==> config.mk <==
export PLATFORM = sky130hd
export DESIGN_NAME = cpu_clk_dbg
export DESIGN_NICKNAME = d
export VERILOG_FILES = /design/src/rtl/cpu_clk_dbg.sv
export SDC_FILE = /design/constraint.sdc
export NUM_CORES = 1
export LEC_CHECK = 0
export ABC_AREA = 1
export CORE_ASPECT_RATIO = 1.75
export CORE_MARGIN = 2
export CORE_UTILIZATION = 50
export DETAILED_ROUTE_END_ITERATION = 7
export HOLD_SLACK_MARGIN = 0.08
export PLACE_DENSITY = 0.95
export SLEW_MARGIN = 30
export SYNTH_ARGS = -nofsm -noshare
export SYNTH_HDL_FRONTEND = slang
export SYNTH_SLANG_ARGS = --single-unit
==> constraint.sdc <==
create_clock -name iClk -period 8.8 [get_ports iClk]
set_clock_uncertainty 0.2 [all_clocks]
set_input_delay 1.32 -clock iClk [delete_from_list [all_inputs] [get_ports iClk]]
set_output_delay 1.32 -clock iClk [all_outputs]
set_load 0.01 [all_outputs]
==> src/rtl/cpu_clk_dbg.sv <==
// CPU clock generator (halt / free-run / fast / debounced single-step) with reset stretch,
// CPU cycle counter and LED probe-byte mux. Every output is a register on iClk.
module cpu_clk_dbg #(
  parameter int CNT_W       = 32,
  parameter int DIV_DEFAULT = 10_000_000,
  parameter int DEB_CYCLES  = 20,
  parameter int RST_HOLD    = 16,
  parameter int SEL_W       = 2
) (
  input  logic                     iClk,
  input  logic                     iRst_n,
  input  logic [1:0]               iMode,
  input  logic [CNT_W-1:0]         iHalfPeriod,
  input  logic                     iStep,
  input  logic [(2**SEL_W)*32-1:0] iProbe,
  input  logic [SEL_W-1:0]         iProbeSel,
  input  logic [1:0]               iByteSel,
  output logic                     oCpuClk,
  output logic                     oCpuRst_n,
  output logic [31:0]              oCycles,
  output logic [7:0]               oLED
);

  localparam int RW = (RST_HOLD < 1) ? 1 : $clog2(RST_HOLD + 1);
  localparam int DW = (DEB_CYCLES < 2) ? 1 : $clog2(DEB_CYCLES);

  typedef enum logic [1:0] {
    MODE_HALT = 2'b00,
    MODE_RUN  = 2'b01,
    MODE_STEP = 2'b10,
    MODE_FAST = 2'b11
  } mode_e;

  logic             cpu_clk_q,   cpu_clk_d;
  logic             cpu_rst_n_q, cpu_rst_n_d;
  logic [RW-1:0]    rst_cnt_q,   rst_cnt_d;
  logic [CNT_W-1:0] cnt_q,       cnt_d;
  logic [31:0]      cycles_q,    cycles_d;
  logic [7:0]       led_q,       led_d;
  logic             sync1_q,     sync2_q;
  logic             deb_q,       deb_d;
  logic [DW-1:0]    deb_cnt_q,   deb_cnt_d;
  logic             deb_prev_q;
  logic [1:0]       mode_prev_q;

  logic [CNT_W-1:0] hp;
  logic [CNT_W-1:0] hp_m1;
  logic             div_wrap;
  logic             step_rise;
  logic             mode_chg;
  logic [SEL_W+4:0] led_idx;

  always_comb begin
    hp        = (iHalfPeriod == '0) ? CNT_W'(DIV_DEFAULT) : iHalfPeriod;
    hp_m1     = hp - CNT_W'(1);
    div_wrap  = (cnt_q >= hp_m1);
    step_rise = deb_q & ~deb_prev_q;
    mode_chg  = (iMode != mode_prev_q);
    led_idx   = {iProbeSel, iByteSel, 3'b000};
  end

  // Reset stretch: count edges since release, then hold the CPU reset released.
  always_comb begin
    rst_cnt_d   = rst_cnt_q;
    cpu_rst_n_d = cpu_rst_n_q;
    if (!cpu_rst_n_q) begin
      if (rst_cnt_q == RW'(RST_HOLD)) cpu_rst_n_d = 1'b1;
      else                            rst_cnt_d   = rst_cnt_q + RW'(1);
    end
  end

  always_comb begin
    deb_d     = deb_q;
    deb_cnt_d = '0;
    if (sync2_q != deb_q) begin
      if (deb_cnt_q == DW'(DEB_CYCLES - 1)) deb_d     = sync2_q;
      else                                  deb_cnt_d = deb_cnt_q + DW'(1);
    end
  end

  // The divider counter doubles as the step-pulse length counter.
  always_comb begin
    cpu_clk_d = cpu_clk_q;
    cnt_d     = cnt_q;
    if (!cpu_rst_n_q || mode_chg) begin
      cpu_clk_d = 1'b0;
      cnt_d     = '0;
    end else begin
      case (mode_e'(iMode))
        MODE_HALT: begin
          cpu_clk_d = 1'b0;
          cnt_d     = '0;
        end
        MODE_RUN: begin
          if (div_wrap) begin
            cnt_d     = '0;
            cpu_clk_d = ~cpu_clk_q;
          end else begin
            cnt_d = cnt_q + CNT_W'(1);
          end
        end
        MODE_STEP: begin
          if (cpu_clk_q) begin
            if (div_wrap) begin
              cnt_d     = '0;
              cpu_clk_d = 1'b0;
            end else begin
              cnt_d = cnt_q + CNT_W'(1);
            end
          end else begin
            cnt_d = '0;
            if (step_rise) cpu_clk_d = 1'b1;
          end
        end
        MODE_FAST: begin
          cpu_clk_d = ~cpu_clk_q;
          cnt_d     = '0;
        end
      endcase
    end
  end

  always_comb begin
    cycles_d = cycles_q + {31'd0, cpu_clk_d & ~cpu_clk_q};
    led_d    = iProbe[led_idx +: 8];
  end

  always_ff @(posedge iClk) begin
    if (!iRst_n) begin
      cpu_clk_q   <= 1'b0;
      cpu_rst_n_q <= 1'b0;
      rst_cnt_q   <= '0;
      cnt_q       <= '0;
      cycles_q    <= '0;
      led_q       <= '0;
      sync1_q     <= 1'b0;
      sync2_q     <= 1'b0;
      deb_q       <= 1'b0;
      deb_cnt_q   <= '0;
      deb_prev_q  <= 1'b0;
      mode_prev_q <= iMode;
    end else begin
      cpu_clk_q   <= cpu_clk_d;
      cpu_rst_n_q <= cpu_rst_n_d;
      rst_cnt_q   <= rst_cnt_d;
      cnt_q       <= cnt_d;
      cycles_q    <= cycles_d;
      led_q       <= led_d;
      sync1_q     <= iStep;
      sync2_q     <= sync1_q;
      deb_q       <= deb_d;
      deb_cnt_q   <= deb_cnt_d;
      deb_prev_q  <= deb_q;
      mode_prev_q <= iMode;
    end
  end

  assign oCpuClk   = cpu_clk_q;
  assign oCpuRst_n = cpu_rst_n_q;
  assign oCycles   = cycles_q;
  assign oLED      = led_q;

endmodule

# Word-level counts from Yosys, hierarchy flattened
# Index checks and enable logic that the tools add are counted.
[totals]
word_cells = 55
out_inout_bits = 42
input_bits = 169
ff_bits = 90
[classes]
shift = 1
n_reduce_logical = 9
mux = 12
n_addsub = 5
magnitude_cmp = 1
n_bitwise = 8
eq_ne = 7
[ops]
columns = ["cell", "count"]
rows = [
  ["$shiftx A128 B8 Y8", 1],
  ["$mux W32", 3],
  ["$pmux W32 S3", 1],
  ["$add A32 B1 Y32", 1],
  ["$add A32 B1 Y32 const B", 1],
  ["$ge A32 B32 Y1", 1],
  ["$logic_not A32 Y1", 1],
  ["$sub A32 B1 Y32 const B", 1],
  ["$add A5 B1 Y5 const B", 2],
  ["$eq A5 B5 Y1 const B", 2],
  ["$mux W1", 7],
  ["$not A1 Y1", 6],
  ["$eq A2 B2 Y1 const B", 2],
  ["$pmux W1 S4", 1],
  ["$reduce_and A2 Y1", 2],
  ["$reduce_or A2 Y1", 2],
  ["$reduce_or A3 Y1", 1],
  ["$and A1 B1 Y1", 2],
  ["$eq A2 B1 Y1 const B", 1],
  ["$logic_not A2 Y1", 1],
  ["$ne A2 B2 Y1", 1],
  ["$logic_not A1 Y1", 1],
  ["$logic_or A1 B1 Y1", 1],
  ["$ne A1 B1 Y1", 1],
]

# Longest topological paths before layout
# Gate-level depths: netlist of run 1.
[logic_depth]
depth_word = 10
mapped_depth = 40
depth_no_buf = 40

# Least setup slack after synthesis of run 1
# OpenSTA, ideal clock, no wires.
[synth_path]
path_kind = "input to register"
from = "input port iHalfPeriod[0]"
to = "register cycles_q[28] (netlist: oCycles[28])"
required_ns = 8.487
setup_time_ns = 0.113
path_slack_ns = 3.439
t_arrival_ns = 5.049
cell_stages = 36
path_buffers = 0
cell_sequence = "inv_1 > ha_1 > nand2_1 > nor3_1 > nand3_2 > nor2_4 > nand2_2 > nor2_1 > xor2_1 > ha_1 > nand2_1 > inv_1 > nand2_1 > nand2_1 > nand2_1 > a21oi_1 > nor2_1 > nand3_1 > nand2_1 > nand3_1 > nand2_1 > nand2_1 > nor2_1 > ha_1 > ha_1 > nand3_1 > nor2_2 > nand3_1 > nor2_2 > nand2_1 > nor3_1 > nand3b_1 > nor2_1 > nand2_1 > nand2_1 > nor2_1"
[synth_between]
elab_chain_len = 10
word_cells_on_any_way = 11
classes_between = "add/sub (2); order compare (1); mux (6); bitwise (1); reduce/logical (1)"
[synth_rtl]
columns = ["element", "line", "rtl"]
rows = [
  ["start: declaration", "13", "input logic [CNT_W-1:0] iHalfPeriod,"],
  ["$logic_not A32 Y1", "54", "hp = (iHalfPeriod == '0) ? CNT_W'(DIV_DEFAULT) : iHalfPeriod;"],
  ["$mux W32 *", "54", ""],
  ["$sub A32 B1 Y32 *", "55", "hp_m1 = hp - CNT_W'(1);"],
  ["$ge A32 B32 Y1 *", "56", "div_wrap = (cnt_q >= hp_m1);"],
  ["$mux W1", "104", "if (div_wrap) begin"],
  ["$mux W1", "103", "if (cpu_clk_q) begin"],
  ["$pmux W1 S4 *", "89", "case (mode_e'(iMode))"],
  ["$mux W1 *", "85", "if (!cpu_rst_n_q || mode_chg) begin"],
  ["$and A1 B1 Y1 *", "124", "cycles_d = cycles_q + {31'd0, cpu_clk_d & ~cpu_clk_q};"],
  ["$add A32 B1 Y32 *", "124", ""],
  ["end signal: assignment", "147", "cycles_q <= cycles_d;"],
  ["end: declaration", "38", "logic [31:0] cycles_q, cycles_d;"],
]
# Mark *: on every way between the ends. The rest lies on a longest branch, timed or not.
# A chain may end at the register's enable or synchronous reset.

# Worst setup path after layout of run 1
[layout_path]
from = "input port iHalfPeriod[2]"
to = "register cycles_q[24] (netlist: oCycles[24])"
# The elaborated chain is that of the path after synthesis.

==> impl_summary.txt, run 1 <==
----------------------------------------------------
[Placement]
  Final HPWL DP ... 17400 um
  # port buffers ... 210
  Global placement routability congestion ... ~0.94

[Drt]
  Ratio of routed vias to standard cells ... 5.45
  Average wire per cell in the routed design ... about 15 um
  Number of vias in the routed layout ... about 7800
  Detail Route Antenna Nets ... 0
  Routed WL ... 21900 um
  Number of remaining DRC errors ... 0
  Number of iterations in the first detailed-routing pass ... 7
  Count of routing violations after the opening detailed-route iteration ... ~360

[Floorplan]
  Total die area ... 0.0146 sq mm
  Row cnt ... between 50 and 60
  Initial core utilization ... between 50 and 60%
  I/O pin total ... roughly 210
  Core region area ... ~0.013 sq mm
  Horiz. Die Dim ... 92.1 um
  Vertical die dimension ... around 160 um

[Setup path]
  Kind of start point of the critical path ... input port
  Critical R2R Launch ... cnt_q[7]$_SDFF_PP0_
  Most numerous cell on the critical path ... sky130_fd_sc_hd__nand2_1
  CP startpoint ... iHalfPeriod[2]
  Slowest cell on crit path ... sky130_fd_sc_hd__clkdlybuf4s50_1
  Worst reg-to-reg path cell count ... 24
  Endpoint of the most critical register-to-register path ... oCycles[24]$_SDFF_PN0_
  Required time worst endpoint ... around 8800 ps
  Bufs and invs on worst path ... 3
  Setup slack, reg-to-reg ... between 4000 and 5000 ps
  Endpoint class of the critical path ... flip-flop
  Type of the worst setup path ... in -> reg
  CP top delay family ... simple AND/OR/NAND/NOR gates
  Endpoint arrival time on the critical path ... between 6000 and 7000 ps
  Crit-path max cell delay ... 460 ps
  Critical path peak fanout ... 10

[Hold path]
  End point of the worst hold path ... sync2_q$_SDFF_PN0_
  Class of the tightest hold or removal check ... reg -> reg
  Start point of the worst hold path ... sync1_q$_SDFF_PN0_
  Number of instances on the worst hold path ... 2

[Clock tree]
  Clock tree from TritonCTS ... yes
  Postcts setup bufs ... 0
  Level count of the clock H-tree ... 3
  CTS Buf Count ... 9
  # clock sinks ... 90
  Latest clock arrival within the worst-skew pair ... 340 ps
  Clock tree buffer depth ... 2
  Root buf cell ... sky130_fd_sc_hd__clkbuf_16
  Post_cts resized ... 0
  Post-CTS clock slew at the launch and capture registers of the worst setup and hold paths ... roughly 70 ps
  Post-CTS Hold Buffers ... 0

[Global routing]
  Number of antenna violations at the first check in global routing ... 0
  Met1 usage in global routing ... a little under a third
  GR Layer Usage met3 ... approximately 6.9%
  Aggregate global-route resource usage ... 30.5%
  GR met2 Demand/Resource ... slightly below 60%
  Total congestion overflow after global routing ... 0
  Pin count of the biggest net entering global routing ... 66
  Busiest layer in global routing ... met2
  Global-route wire length before repair ... roughly 36000 um
  Number of global-route vias before repair ... approximately 7800

[Timing]
  Setup repair after global routing missed its margin ... false
  Setup_tns ... 0 ps
  Slew Limit Headroom ... ~40%
  Max-slew violation total from the final report ... 0
  Endpoints failing hold ... 0
  Worst-margin pin slew ... around 890 ps
  Fin crit share ... 72.9%
  Peak clock frequency supported by timing ... 156 MHz
  Minimum clock period ... ~6400 ps
  Number of endpoints failing setup at the final stage ... 0

[Layout]
  Number of fill cells in the layout ... approximately 1100
  Layout cell share with drive strength beyond 1 ... under 10%
  Area growth from synthesis to layout ... 37.4%
  Post-layout nets ... ~1500
  Count of antenna diodes in the layout ... 0

[Logic synthesis]
  Cell accounting for the most synthesized area ... sky130_fd_sc_hd__dfxtp_1
  Top post-synthesis cells by area ... sky130_fd_sc_hd__dfxtp_1, sky130_fd_sc_hd__nor2_1, sky130_fd_sc_hd__nand2_1, sky130_fd_sc_hd__ha_1, sky130_fd_sc_hd__inv_1
  Mean post-synth cell area ... 6.41 sq um
  Netlist cell types ... 43
  Post-Syn Area ... between 0.006 and 0.007 sq mm
  Synthesis Warnings ... 0
  Area share of the leading cell type in the synthesized netlist ... 26.5%
  Post-synthesis instance total ... 1060
  Proportion of synthesized chip area in sequential cells ... 26.5%
  Flip-flop and latch count after synthesis ... 90
  Synthesized net count ... approximately 1300

[Power]
  PwrDens ... 110 mW/mm^2
  Tot Pwr ... slightly above 1 mW
  Static leakage power ... ~3.7 nW
  Max rail drop VDD ... ~0.15 mV

[Run]
  Count of maximum capacitance violations ... 0

[Status]
  Run status ... finished, final reports clean

----------------------------------------------------
-- cell type report --
type | count | area (sq um) | share of cell area (%)
clock buffers | 10 | 229 | 2.45
flip-flops and latches | 90 | 1800 | 19.3
well taps | 174 | 218 | 2.33
multi-input cells | 800 | 4350 | 46.6
repair buffers | 212 | 2110 | 22.7
inverters | 139 | 523 | 5.61
clock inverters | 6 | 96.3 | 1.03
-- worst min-delay path, stage by stage, from the launching register on --
cell and delay [ps]:
sky130_fd_sc_hd__dfxtp_1 310, sky130_fd_sc_hd__nand2_1 40, sky130_fd_sc_hd__inv_1 40
-- stage by stage --
stage               cells  util, %  hold slack [ps]  instance area [sq um]  setup WS, ps
finish               1431     70.1              218                   9330          2380
global route         1431     70.1              251                   9330          1770
CTS                  1431     70.1              221                   9330          2440
detailed placement   1415     67.6              201                   9000          2090
global placement     1415     67.6              197                   9000          2290
floorplan            1060        -              190                   6790          3440
-- where the power goes --
part / switching [mW] / total (mW) / internal [mW]
Sequential: 0.00245 / 0.415 / 0.413
Clock: 0.169 / 0.422 / 0.253
Combinational: 0.0851 / 0.188 / 0.103
-- cell usage after synthesis --
library cell and n:
sky130_fd_sc_hd__nor2_1 189, sky130_fd_sc_hd__nand2_1 172, sky130_fd_sc_hd__inv_1 129, sky130_fd_sc_hd__o21ai_0 93
sky130_fd_sc_hd__dfxtp_1 90, sky130_fd_sc_hd__nand3_1 58, sky130_fd_sc_hd__a21oi_1 53, sky130_fd_sc_hd__ha_1 39
sky130_fd_sc_hd__nor3_1 30, sky130_fd_sc_hd__clkbuf_1 28, sky130_fd_sc_hd__o221ai_1 22, sky130_fd_sc_hd__xor2_1 18
sky130_fd_sc_hd__nand4_1 17, sky130_fd_sc_hd__nor2_2 14, sky130_fd_sc_hd__o211ai_1 11, sky130_fd_sc_hd__xnor2_1 11
sky130_fd_sc_hd__o22ai_1 10, sky130_fd_sc_hd__inv_2 9, sky130_fd_sc_hd__o21a_1 7, sky130_fd_sc_hd__nand2_2 6
sky130_fd_sc_hd__nor3b_1 6, sky130_fd_sc_hd__nor4_1 6, sky130_fd_sc_hd__nand3_2 5, sky130_fd_sc_hd__nor2_4 5
sky130_fd_sc_hd__a21o_1 3, sky130_fd_sc_hd__nor3_2 3, sky130_fd_sc_hd__o21ai_1 3, sky130_fd_sc_hd__a211oi_1 2
sky130_fd_sc_hd__a31oi_1 2, sky130_fd_sc_hd__and3_1 2, sky130_fd_sc_hd__buf_2 2, sky130_fd_sc_hd__nand4_2 2
sky130_fd_sc_hd__nor2_8 2, sky130_fd_sc_hd__nor3b_2 2, sky130_fd_sc_hd__buf_1 1, sky130_fd_sc_hd__clkinv_1 1
sky130_fd_sc_hd__nand2_4 1, sky130_fd_sc_hd__nand3b_1 1, sky130_fd_sc_hd__nor3_4 1, sky130_fd_sc_hd__o21bai_1 1
sky130_fd_sc_hd__or2_1 1, sky130_fd_sc_hd__or3_1 1, sky130_fd_sc_hd__xor2_2 1
-- registers in the layout (all words and copies together) (netlist names) --
signal and flops:
rst_cnt_q 5, deb_cnt_q 5, sync1_q 1, oCpuClk 1, deb_prev_q 1, sync2_q 1, cnt_q 32, oCpuRst_n 1
mode_prev_q 2, deb_q 1, oCycles 32, oLED 8
-- layout by cell type, fill, tap and decap left out, drive strengths merged, types with 3 or more instances in the layout --
master,netlist,final
o21a,7,7
nor3,34,34
xnor2,11,11
dfxtp,90,90
o211ai,11,11
nand2,179,179
a21oi,53,53
nor2,210,210
o22ai,10,10
nand4,19,19
inv,138,140
nor4,6,6
nand3,63,63
ha,39,39
o21ai,96,96
clkbuf,28,10
buf,3,3
xor2,19,19
o221ai,22,22
nor3b,8,8
clkdlybuf4s50,0,209
a21o,3,3
-- kinds of logic after synthesis --
kind of cell	after synthesis	share of synthesized area [%]
AOI/OAI and AO/OA	207	17.6
xor gates and xnor gates	30	3.98
adders and majority gates	39	7.19
buffers and inverters	170	9.43
DFF	90	26.5
and+or+nand+nor	524	35.3
-- worst max path at each step --
stage,endpoint,slack (ps),cells past startpoint
2_1_floorplan,oCycles[28]$_SDFF_PN0_,3440,36
3_3_place_gp,oCycles[30]$_SDFF_PN0_,2290,35
3_5_place_dp,oCycles[30]$_SDFF_PN0_,2090,35
4_1_cts,oCycles[30]$_SDFF_PN0_,2440,34
5_1_grt,oCycles[28]$_SDFF_PN0_,1770,38
6_report,oCycles[24]$_SDFF_PN0_,2380,33
-- routing by layer --
layer  routed length [um]  vias up  part of all wire (%)
met5                    0        -                     0
met4                  899        0                   4.1
met3                 1390       62                   6.3
met2                11700      270                    53
met1                 7910     3564                    36
li1                     -     3899                     -
Power figures use the tool's default switching activity.
==> run 2: changes to the inputs <==
CORE_UTILIZATION = 48   (was 50)
PLACE_DENSITY = 0.92   (was 0.95)
clock period = 6.5 ns   (was 8.8 ns; I/O delays follow)
==> run 2 against run 1 <==
Against the previous run: total power increased by 32%; register-to-register slack got worse by 2300 ps; combinational power increased by 35%; sequential share of layout area decreased by 0.059 points; routed wire length decreased by 2.7%; flip-flop and latch count unchanged; non-clock buffer count increased by 4; highest routed layer unchanged.
==> impl_summary.txt, run 2 (synthesis results as in run 1) <==
----------------------------------------------------
[Status]
  Run status ... finished, final reports clean

[Floorplan]
  Core region area ... 0.0138 sq mm (+3.9%)
  Horiz. Die Dim ... 93.9 um (+2.0%)
  Row cnt ... 57 (+1.8%)
  Initial core utilization ... 49.1% (-1.9 points)
  I/O pin total ... 211 (unchanged)
  Vertical die dimension ... 161 um (+2.0%)
  Total die area ... 0.0152 sq mm (+4.0%)

[Clock tree]
  Root buf cell ... sky130_fd_sc_hd__clkbuf_16
  # clock sinks ... 90 (unchanged)
  Level count of the clock H-tree ... 3 (unchanged)
  Clock tree from TritonCTS ... yes
  Clock tree buffer depth ... 2 (unchanged)
  CTS Buf Count ... 9 (unchanged)
  Post-CTS clock slew at the launch and capture registers of the worst setup and hold paths ... 70 ps (about the same)
  Latest clock arrival within the worst-skew pair ... 340 ps (about the same)
  Post-CTS Hold Buffers ... 0 (unchanged)

[Timing]
  Minimum clock period ... 6020 ps
  Endpoints failing hold ... 0 (unchanged)
  Slew Limit Headroom ... 41.2% (+1.1 points)
  Post-Route Hold Slack ... 212 ps (-5.59 ps)
  Max-slew violation total from the final report ... 0 (unchanged)
  Number of endpoints failing setup at the final stage ... 0 (unchanged)
  Peak clock frequency supported by timing ... around 170 MHz
  Final worst setup slack ... 476 ps (-1910 ps)
  Worst-margin pin slew ... 881 ps (-11.8 ps)
  Fin crit share ... ~90%

[Drt]
  Average wire per cell in the routed design ... 14.8 um (-3.2%)
  Met1 layer wirelength in the final routing ... 7870 um (-0.53%)
  WL met3 ... 1320 um (-5.3%)
  Highest metal layer with signal wires ... met4
  Number of vias in the routed layout ... 7836 (+0.53%)
  Number of remaining DRC errors ... 0 (unchanged)
  Routed WL ... 21300 um (-2.7%)
  Count of routing violations after the opening detailed-route iteration ... 362 (+1.4%)
  Number of iterations in the first detailed-routing pass ... 5 (-2)
  Sum of met2 wire segment lengths after detailed routing ... 11400 um (-2.8%)
  Ratio of routed vias to standard cells ... 5.45 (about the same)
  Detail Route Antenna Nets ... 0 (unchanged)

[Power]
  Net switching power ... 0.343 mW (+34%)
  Clock network power share ... 39.8% (-1.4 points)
  Static leakage power ... 3.77 nW (+0.73%)
  Max rail drop VDD ... 0.128 mV (-16%)
  Comb power frac ... 18.7% (+0.3 points)
  PwrDens ... 145 mW/mm^2 (+32%)
  Int Power ... 1.01 mW (+32%)
  Fraction of power spent switching nets ... 25.3% (+0.31 points)
  Part of the total power dissipated in sequential elements ... 41.5% (+1.0 points)

[Setup path]
  Required time worst endpoint ... 6540 ps (-2290 ps)
  Endpoint arrival time on the critical path ... 6060 ps (-380 ps)
  Critical path peak fanout ... 9 (-1)
  Kind of start point of the critical path ... input port
  Type of the worst setup path ... in -> reg
  Most numerous cell on the critical path ... sky130_fd_sc_hd__nand2_1
  Endpoint class of the critical path ... flip-flop
  Crit-path max cell delay ... 610 ps (+150 ps)
  Slowest cell on crit path ... sky130_fd_sc_hd__clkdlybuf4s50_1

[Global routing]
  Total congestion overflow after global routing ... 0 (unchanged)
  Pin count of the biggest net entering global routing ... 66 (unchanged)
  Number of global-route vias before repair ... 7772 (-0.32%)
  Global-route wire length before repair ... 34800 um (-2.7%)
  Aggregate global-route resource usage ... 28.2% (-2.3 points)
  Number of antenna violations at the first check in global routing ... 0 (unchanged)

[Layout]
  Commonest non-fill, non-tap cells in the layout ... sky130_fd_sc_hd__clkdlybuf4s50_1, sky130_fd_sc_hd__nor2_1, sky130_fd_sc_hd__nand2_1
  Final cell count without fillers ... 1438 (+0.49%)
  Area growth from synthesis to layout ... 37.8%
  Leading cell type in the layout, fill and taps excluded ... sky130_fd_sc_hd__clkdlybuf4s50_1
  Post-layout nets ... 1464 (+0.27%)
  Count of antenna diodes in the layout ... 0 (unchanged)
  Post-route cell area ... 0.00936 sq mm (+0.31%)
  Layout cell share with drive strength beyond 1 ... 6.26% (+0.78 points)

[Placement]
  Global placement routability congestion ... 0.939 (-0.12%)
  Worst slack at placement ... 187 ps (-1910 ps)
  Final HPWL DP ... 16700 um (-4.3%)
  Area post-placement ... 0.00902 sq mm (+0.21%)
  # port buffers ... 210 (unchanged)
  Number of instances in the placed design ... 1420 (+0.35%)

[Hold path]
  Class of the tightest hold or removal check ... reg -> reg

[Run]
  Count of maximum capacitance violations ... 0 (unchanged)

----------------------------------------------------
[run 2: changes by cell type in the layout (fill, tap and decap cells not counted), sizes merged]
cell           change
bufinv             -1
buf                +5
clkdlybuf4s50      -2
dlymetal6s2s       +1
clkinv             +1
[run 2: timing repair]
| action | 4_1_cts | 5_1_grt |
|---|---|---|
| setup buffers | 0 | 2 |
| resized for setup | 0 | 6 |
| setup endpoints to repair | 0 | 4 |
[run 2: through the flow]
step / util, % / TNS (ps) / power (mW)
3_5_place_dp: 65.2 / 0 / 0.826
3_3_place_gp: 65.2 / 0 / 0.822
2_1_floorplan: - / 0 / 0.680
4_1_cts: 67.4 / 0 / 1.36
5_1_grt: 67.6 / -12.1 / 1.42
6_report: 67.6 / 0 / 1.35
[run 2: final timing paths]
path	from	endpoint	slack, ps	cells past startpoint
max	iHalfPeriod[16]	oCycles[28]$_SDFF_PN0_	480	38
min	sync1_q$_SDFF_PN0_	sync2_q$_SDFF_PN0_	210	2
max reg2reg	cnt_q[7]$_SDFF_PP0_	oCycles[28]$_SDFF_PN0_	2610	26
min reg2reg	sync1_q$_SDFF_PN0_	sync2_q$_SDFF_PN0_	210	2
[run 2: layout make-up]
cell class,count,area [sq um]
timing repair buffer,216,2140
tap,177,221
multi-input combinational,800,4360
clock buffer,10,239
sequential,90,1800
fill,1162,4480
inverter,139,523
clock inverter,6,71.3
[run 2: power groups by stage]
stage | clock (mW) | combinational, mW | sequential (mW)
floorplan | 0 | 0.104 | 0.576
global placement | 0 | 0.247 | 0.574
detailed placement | 0 | 0.251 | 0.574
CTS | 0.548 | 0.253 | 0.562
global route | 0.573 | 0.280 | 0.562
finish | 0.538 | 0.254 | 0.562
[run 2: routing by layer]
layer  track usage (%)  vias up
met3              5.55       62
met1              29.9     3567
met4              11.5        0
met2              53.1      297
met5                 0        -
li1                  -     3910
[run 2: critical path, delay by kind of cell]
kind / cells / cell delay (ps)
and+or+nand+nor: 32 / 3520
buffers and inverters: 2 / 760
adders and majority gates: 3 / 630
AOI/OAI and AO/OA: 1 / 170
==> run 3: changes to the inputs <==
CTS_CLUSTER_SIZE = 12   (was not set)
==> results of run 3 <==
The final DEF is identical to that of run 2; final timing and power are the same.
